**src/rtl/dram_arb_pkg.sv**
```systemverilog
// Shared definitions for the DRAM arbiter: default widths, FSM state
// encoding and width helpers used by the top, the pick logic and the
// bus interface.
package dram_arb_pkg;

    localparam int NUM_REQ_DEF       = 2;
    localparam int ADDR_W_DEF        = 13;
    localparam int DATA_W_DEF        = 64;
    localparam int START_TIMEOUT_DEF = 4;

    typedef enum logic [1:0] {
        IDLE  = 2'd0,
        ISSUE = 2'd1,
        WAIT  = 2'd2,
        DONE  = 2'd3
    } arb_state_t;

    // Width of the counter that measures how long busy takes to rise.
    function automatic int tcnt_width(input int timeout);
        return $clog2(timeout + 1);
    endfunction

    // Width of a requester index; never narrower than one bit.
    function automatic int idx_width(input int num_req);
        return (num_req > 1) ? $clog2(num_req) : 1;
    endfunction

    localparam int TCNT_W_DEF = tcnt_width(START_TIMEOUT_DEF);

endpackage

```
**src/rtl/dram_arbiter_if.sv**
```systemverilog
// Bundles the requester-side and DRAM-side signals of the arbiter.
// The arbiter uses the slave modport; the environment (clients plus
// DRAM) uses the master modport.
interface dram_arbiter_if
    import dram_arb_pkg::*;
#(
    parameter int NUM_REQ = NUM_REQ_DEF,
    parameter int ADDR_W  = ADDR_W_DEF,
    parameter int DATA_W  = DATA_W_DEF
) ();

    logic [NUM_REQ-1:0]        req;
    logic [NUM_REQ-1:0]        req_we;
    logic [NUM_REQ*ADDR_W-1:0] req_addr;
    logic [NUM_REQ*DATA_W-1:0] req_wdata;
    logic [NUM_REQ-1:0]        gnt;
    logic [NUM_REQ-1:0]        ack;
    logic                      err;
    logic [DATA_W-1:0]         rdata;

    logic                      mem_start;
    logic [ADDR_W-1:0]         mem_addr;
    logic                      mem_we;
    logic [DATA_W-1:0]         mem_wdata;
    logic                      mem_busy;
    logic [DATA_W-1:0]         mem_rdata;

    modport slave (
        input  req, req_we, req_addr, req_wdata, mem_busy, mem_rdata,
        output gnt, ack, err, rdata, mem_start, mem_addr, mem_we, mem_wdata
    );

    modport master (
        output req, req_we, req_addr, req_wdata, mem_busy, mem_rdata,
        input  gnt, ack, err, rdata, mem_start, mem_addr, mem_we, mem_wdata
    );

endinterface

```
**src/rtl/rr_arbiter.sv**
```systemverilog
// Combinational round-robin pick: the first set request bit at or after
// the pointer, wrapping around. The pointer itself is owned by the caller.
module rr_arbiter
    import dram_arb_pkg::*;
#(
    parameter int NUM_REQ = NUM_REQ_DEF,
    parameter int PTR_W   = idx_width(NUM_REQ)
) (
    input  logic [NUM_REQ-1:0] req,
    input  logic [PTR_W-1:0]   ptr,
    output logic [NUM_REQ-1:0] gnt,
    output logic [PTR_W-1:0]   idx,
    output logic               any
);

    // Scan from the pointer position and keep the first hit only.
    always_comb begin
        int                 pos;
        logic [PTR_W-1:0]   cand;
        gnt  = '0;
        idx  = '0;
        any  = 1'b0;
        pos  = 0;
        cand = '0;
        for (int k = 0; k < NUM_REQ; k++) begin
            pos = int'(ptr) + k;
            if (pos >= NUM_REQ) begin
                pos = pos - NUM_REQ;
            end
            cand = PTR_W'(pos);
            if (!any && req[cand]) begin
                any       = 1'b1;
                idx       = cand;
                gnt[cand] = 1'b1;
            end
        end
    end

endmodule

```
**src/rtl/dram_arbiter.sv**
```systemverilog
// Round-robin arbiter and sequencer sharing one DRAM between several
// single-word requesters. Captures the winner's request, pulses the DRAM
// start, follows busy to completion (or gives up if busy never rises)
// and returns an ack, plus read data for reads.
module dram_arbiter
    import dram_arb_pkg::*;
#(
    parameter int NUM_REQ       = NUM_REQ_DEF,
    parameter int ADDR_W        = ADDR_W_DEF,
    parameter int DATA_W        = DATA_W_DEF,
    parameter int START_TIMEOUT = START_TIMEOUT_DEF
) (
    input  logic            clk,
    input  logic            rst,
    dram_arbiter_if.slave   bus
);

    localparam int PTR_W  = idx_width(NUM_REQ);
    localparam int TCNT_W = tcnt_width(START_TIMEOUT);

    arb_state_t          state;
    arb_state_t          state_nxt;

    logic [NUM_REQ-1:0]  pick_gnt;
    logic [PTR_W-1:0]    pick_idx;
    logic                pick_any;

    logic [PTR_W-1:0]    ptr;
    logic [PTR_W-1:0]    win_idx;
    logic [NUM_REQ-1:0]  gnt_r;
    logic                we_r;
    logic [ADDR_W-1:0]   addr_r;
    logic [DATA_W-1:0]   wdata_r;
    logic [DATA_W-1:0]   rdata_r;
    logic                seen_busy;
    logic                timed_out;
    logic [TCNT_W-1:0]   tcnt;

    logic                start_c;
    logic [NUM_REQ-1:0]  ack_c;
    logic                err_c;
    logic                busy_done;
    logic                busy_timeout;

    rr_arbiter #(
        .NUM_REQ (NUM_REQ),
        .PTR_W   (PTR_W)
    ) u_pick (
        .req (bus.req),
        .ptr (ptr),
        .gnt (pick_gnt),
        .idx (pick_idx),
        .any (pick_any)
    );

    // Busy went high and has now dropped: the access is finished.
    assign busy_done    = seen_busy && !bus.mem_busy;
    // Busy has not risen within the allowed window after start.
    assign busy_timeout = !seen_busy && !bus.mem_busy &&
                          (tcnt == TCNT_W'(START_TIMEOUT - 1));

    // State register.
    always_ff @(posedge clk) begin
        if (rst) begin
            state <= IDLE;
        end else begin
            state <= state_nxt;
        end
    end

    // Next state and the single-cycle start/ack/err strobes.
    always_comb begin
        state_nxt = state;
        start_c   = 1'b0;
        ack_c     = '0;
        err_c     = 1'b0;
        case (state)
            IDLE: begin
                if (pick_any && !bus.mem_busy) begin
                    state_nxt = ISSUE;
                end
            end
            ISSUE: begin
                start_c   = 1'b1;
                state_nxt = WAIT;
            end
            WAIT: begin
                if (busy_done || busy_timeout) begin
                    state_nxt = DONE;
                end
            end
            DONE: begin
                ack_c     = gnt_r;
                err_c     = timed_out;
                state_nxt = IDLE;
            end
            default: state_nxt = IDLE;
        endcase
    end

    // Request capture, busy tracking, read data capture and pointer update.
    always_ff @(posedge clk) begin
        if (rst) begin
            ptr       <= '0;
            win_idx   <= '0;
            gnt_r     <= '0;
            we_r      <= 1'b0;
            addr_r    <= '0;
            wdata_r   <= '0;
            rdata_r   <= '0;
            seen_busy <= 1'b0;
            timed_out <= 1'b0;
            tcnt      <= '0;
        end else begin
            case (state)
                IDLE: begin
                    if (state_nxt == ISSUE) begin
                        gnt_r   <= pick_gnt;
                        win_idx <= pick_idx;
                        we_r    <= bus.req_we[pick_idx];
                        addr_r  <= bus.req_addr[int'(pick_idx)*ADDR_W +: ADDR_W];
                        wdata_r <= bus.req_wdata[int'(pick_idx)*DATA_W +: DATA_W];
                    end
                end
                ISSUE: begin
                    seen_busy <= 1'b0;
                    timed_out <= 1'b0;
                    tcnt      <= '0;
                end
                WAIT: begin
                    if (bus.mem_busy) begin
                        seen_busy <= 1'b1;
                    end else if (!seen_busy) begin
                        tcnt <= tcnt + TCNT_W'(1);
                    end
                    if (busy_timeout) begin
                        timed_out <= 1'b1;
                    end
                    if (busy_done && !we_r) begin
                        rdata_r <= bus.mem_rdata;
                    end
                end
                DONE: begin
                    gnt_r <= '0;
                    we_r  <= 1'b0;
                    if (win_idx == PTR_W'(NUM_REQ - 1)) begin
                        ptr <= '0;
                    end else begin
                        ptr <= win_idx + PTR_W'(1);
                    end
                end
                default: ;
            endcase
        end
    end

    assign bus.gnt       = gnt_r;
    assign bus.ack       = ack_c;
    assign bus.err       = err_c;
    assign bus.rdata     = rdata_r;
    assign bus.mem_start = start_c;
    assign bus.mem_addr  = addr_r;
    assign bus.mem_we    = we_r;
    assign bus.mem_wdata = wdata_r;

endmodule

```
**src/flat_wrapper.sv**
```systemverilog
// flat-port wrapper written by rule: the top's interface ports become plain ports
module dram_arbiter_flat import dram_arb_pkg::*;
#(
    parameter int NUM_REQ       = NUM_REQ_DEF,
    parameter int ADDR_W        = ADDR_W_DEF,
    parameter int DATA_W        = DATA_W_DEF,
    parameter int START_TIMEOUT = START_TIMEOUT_DEF
)
  (clk, rst, bus_req, bus_req_we, bus_req_addr, bus_req_wdata, bus_mem_busy, bus_mem_rdata, bus_gnt, bus_ack, bus_err, bus_rdata, bus_mem_start, bus_mem_addr, bus_mem_we, bus_mem_wdata);
  dram_arbiter_if #(.NUM_REQ(NUM_REQ), .ADDR_W(ADDR_W), .DATA_W(DATA_W)) bus_i ();
  input  logic clk;
  input  logic rst;
  input wire logic [$bits(bus_i.req)-1:0] bus_req;
  input wire logic [$bits(bus_i.req_we)-1:0] bus_req_we;
  input wire logic [$bits(bus_i.req_addr)-1:0] bus_req_addr;
  input wire logic [$bits(bus_i.req_wdata)-1:0] bus_req_wdata;
  input wire logic [$bits(bus_i.mem_busy)-1:0] bus_mem_busy;
  input wire logic [$bits(bus_i.mem_rdata)-1:0] bus_mem_rdata;
  output wire logic [$bits(bus_i.gnt)-1:0] bus_gnt;
  output wire logic [$bits(bus_i.ack)-1:0] bus_ack;
  output wire logic [$bits(bus_i.err)-1:0] bus_err;
  output wire logic [$bits(bus_i.rdata)-1:0] bus_rdata;
  output wire logic [$bits(bus_i.mem_start)-1:0] bus_mem_start;
  output wire logic [$bits(bus_i.mem_addr)-1:0] bus_mem_addr;
  output wire logic [$bits(bus_i.mem_we)-1:0] bus_mem_we;
  output wire logic [$bits(bus_i.mem_wdata)-1:0] bus_mem_wdata;
  assign bus_i.req = bus_req;
  assign bus_i.req_we = bus_req_we;
  assign bus_i.req_addr = bus_req_addr;
  assign bus_i.req_wdata = bus_req_wdata;
  assign bus_i.mem_busy = bus_mem_busy;
  assign bus_i.mem_rdata = bus_mem_rdata;
  assign bus_gnt = bus_i.gnt;
  assign bus_ack = bus_i.ack;
  assign bus_err = bus_i.err;
  assign bus_rdata = bus_i.rdata;
  assign bus_mem_start = bus_i.mem_start;
  assign bus_mem_addr = bus_i.mem_addr;
  assign bus_mem_we = bus_i.mem_we;
  assign bus_mem_wdata = bus_i.mem_wdata;
  dram_arbiter #(.NUM_REQ(NUM_REQ), .ADDR_W(ADDR_W), .DATA_W(DATA_W), .START_TIMEOUT(START_TIMEOUT)) u_core (.clk(clk), .rst(rst), .bus(bus_i));
endmodule
```
**config.mk**
```make
export PLATFORM = sky130hd
export DESIGN_NAME = dram_arbiter_flat
export DESIGN_NICKNAME = d
export VERILOG_FILES = /design/src/rtl/dram_arb_pkg.sv /design/src/rtl/dram_arbiter_if.sv /design/src/rtl/rr_arbiter.sv /design/src/rtl/dram_arbiter.sv /design/src/flat_wrapper.sv
export SDC_FILE = /design/constraint.sdc
export NUM_CORES = 1
export LEC_CHECK = 0
export ABC_CLOCK_PERIOD_IN_PS = 2600
export CORE_AREA = 3 3 143 145
export DETAILED_ROUTE_END_ITERATION = 16
export DIE_AREA = 0 0 146 148
export PLACE_DENSITY = 0.81
export SLEW_MARGIN = 20
export SYNTH_ARGS = -nofsm -noshare
export SYNTH_HDL_FRONTEND = slang
export SYNTH_SLANG_ARGS = --single-unit
```
**constraint.sdc**
```tcl
create_clock -name clk -period 2.6 [get_ports clk]
set_clock_uncertainty 0.1 [all_clocks]
set_input_delay 0.39 -clock clk [delete_from_list [all_inputs] [get_ports clk]]
set_output_delay 0.39 -clock clk [all_outputs]
set_load 0.005 [all_outputs]
```
==> metrics.txt <==
Max Slew Vio Count 0; layout net count 1350; R2R Path End u_core.bus.mem_wdata[45]$_SDFFE_PP0P_; clock buffer count from CTS 17; met3 wire length 1990 um; Multi-input gate area 3220 um^2; Inst Count DP 1365; layout cells sized above 1 13.6%; power per cell area 703 nW/um^2; total routed wirelength 23000 um; Area contributors post-synth dfxtp_1 (46%), a211oi_2 (14%), nand2_1 (12%); postcts setup bufs 0; Setup crit end kind primary output; Initial Utilization 34.6%; Async SR Flop Fraction 0%; clock tree root driver cell clkbuf_16; crit path kind register to primary output; clk buf depth 2; met2 wire len 11700 um; Cell Count, Final, Fillers Out 1399; mapped cell area 6690 um^2; vias in the first global route 6833; Reg-to-Reg Start u_core.state[0]$_SDFF_PP0_; vias per cell 4.83; Post-route DRC 0; Final ANT Viol Nets 0; RSZ-0062 raised after global routing no; Global Route Usage Sum 20.6%; clock-pin slew on the worst setup and hold paths 0.07 ns; HPWL after detailed placement 16900 um; Crit Path Max Fanout 8; crit share post-route 93.4%; Cell Rows 51; Post-synth EDFFs 0; IO Port Bufs 372; vias 6763; yosys warns 0; post-synthesis sequential area ratio 45.8%; Data required, critical path 2.11 ns; worst slew pin tran 0.439 ns; chip height 148 um; final setup vio count 0; FF/Latch Area 3060 um^2; GRT overflow 0; Post-Route Setup TNS 0 ns; first drt pass iteration count 4; MaxCap Viol Count 0; crit path launch type register; worst vdd ir 0.447 mV; predominant post-synthesis flop cell dfxtp_1; die area 21600 um^2; leakage 4.00 nW; # clock sinks 153; worst rel slew slack 70.7%; htree depth 4; Reg2Reg Depth 7; Starting DRT DRC Count 306; gp weighted congestion 0.802; Synth top cells by count nand2_1 (211), dfxtp_1 (153), a21oi_1 (124); Yosys top cell area share 45.8%; Mean Syn Cell Area 8.60 um^2; biggest area consumer among synthesized cells dfxtp_1; die width 146 um; DR top layer met4; synthesis-to-layout area growth 68.3%; placement-stage cell area 10600 um^2; Skew-Pair Late Insertion Delay 0.41 ns; Metal-1 WL 8790 um; f_max 412 MHz; Worst Path Arrival 1.94 ns; slack of the worst reg-to-reg path 0.32 ns; Hold Path Class input pin to register; Final Hold Fails 0; pin count of the biggest net entering global routing 74; syn nets 1009; first-pass GRT wire length 35900 um; Finished Cell Area 11300 um^2; initial antenna violation count 2; status finished clean; distinct cell type count of the synthesized netlist 40; core region area 19300 um^2; # fillers 1732; WL/cell 16.5 um; Critical path origin u_core.state[0]$_SDFF_PP0_; Critical Path End bus_ack[1]; register bit total from synthesis 153; CTS tree yes; count leader, synth nand2_1; post-route minimum period 2.43 ns; Top-Level Pins 373; cell count after synthesis 778
## per-layer routing
layer  GRT usage [%]  up-vias
met5               0        -
met3            7.66       26
li1                -     3319
met2            36.0      270
met4            7.71        0
met1            23.0     3148
## per-stage QoR
stage                     util [%]  hold WS [ns]  total power [W]  setup WS, ns
after detailed placement      54.9         0.333          0.00524         0.332
after global routing          58.3         0.190          0.00833        0.0318
after global placement        54.9         0.322          0.00519         0.389
after CTS                     58.2         0.168          0.00803        0.0350
after floorplan                  -         0.316          0.00409         0.696
final                         58.3         0.196          0.00792         0.171
## worst max-delay path, stage by stage, from the launching register on
cell,delay (ns)
dfxtp_1,0.50
ha_2,0.33
and2_1,0.17
clkdlybuf4s50_1,0.54
## state kept, by name (all words and copies together), names as in the netlist
signal                count
u_core.bus.gnt            2
u_core.bus.mem_addr      13
u_core.bus.mem_wdata     64
u_core.bus.mem_we         1
u_core.bus.rdata         64
u_core.ptr                1
u_core.seen_busy          1
u_core.state              2
u_core.tcnt               3
u_core.timed_out          1
u_core.win_idx            1
## area by class of cell
type                    count  share of cell area, %
multi-input cells         555                   28.6
flip-flops and latches    153                   27.2
inverters                   5                  0.167
clock inverters            15                   1.96
repair buffers            387                   35.3
diodes                      2                 0.0444
clock buffers              17                   3.78
well taps                 265                   2.94
## where the power goes
part | leakage [nW] | total [W] | internal [W] | switching, W
combinational | 2.43 | 0.00236 | 0.00130 | 0.00107
sequential | 1.25 | 0.00281 | 0.00264 | 0.000164
clock | 0.319 | 0.00275 | 0.00165 | 0.00110
## kinds of logic (layout without fill, tap and decap cells)
kind of cell	count (synthesis)	after routing	synth area share, %
compound gates	237	237	28.2
other cells	0	2	0
mux	1	1	0.150
flops	153	153	45.8
buf+inv	70	424	6.43
fa+ha+maj	6	6	1.12
simple gates	311	311	18.3
## cells in the final DEF (no fill, tap or decap), types with 3 or more instances in the layout
master,instances
inv_8,3
and2_1,3
nand2_1,210
buf_4,4
a21oi_2,22
nand2b_1,4
nor2_1,83
dfxtp_1,153
inv_6,6
bufinv_16,4
a21oi_1,124
ha_1,5
clkbuf_16,17
clkdlybuf4s50_1,371
buf_12,11
inv_1,5
a211oi_2,75
## what timing repair did
item / 4_1_cts / 5_1_grt
setup endpoints to repair: 0 / 1
hold endpoints to repair: 0 / 0
hold buffers: 0 / 0
gates resized for setup: 0 / 1
## worst min path at each step
stage	slack [ns]	start	to	cells past startpoint
6_report	0.20	rst	u_core.bus.mem_wdata[54]$_SDFFE_PP0P_	2
4_1_cts	0.17	rst	u_core.state[0]$_SDFF_PP0_	2
3_5_place_dp	0.33	u_core.win_idx$_SDFFE_PP0P_	u_core.ptr$_SDFFE_PP0P_	1
2_1_floorplan	0.32	u_core.win_idx$_SDFFE_PP0P_	u_core.ptr$_SDFFE_PP0P_	1
5_1_grt	0.19	rst	u_core.bus.mem_wdata[54]$_SDFFE_PP0P_	2
3_3_place_gp	0.32	u_core.win_idx$_SDFFE_PP0P_	u_core.ptr$_SDFFE_PP0P_	1
Power figures use the tool's default switching activity.
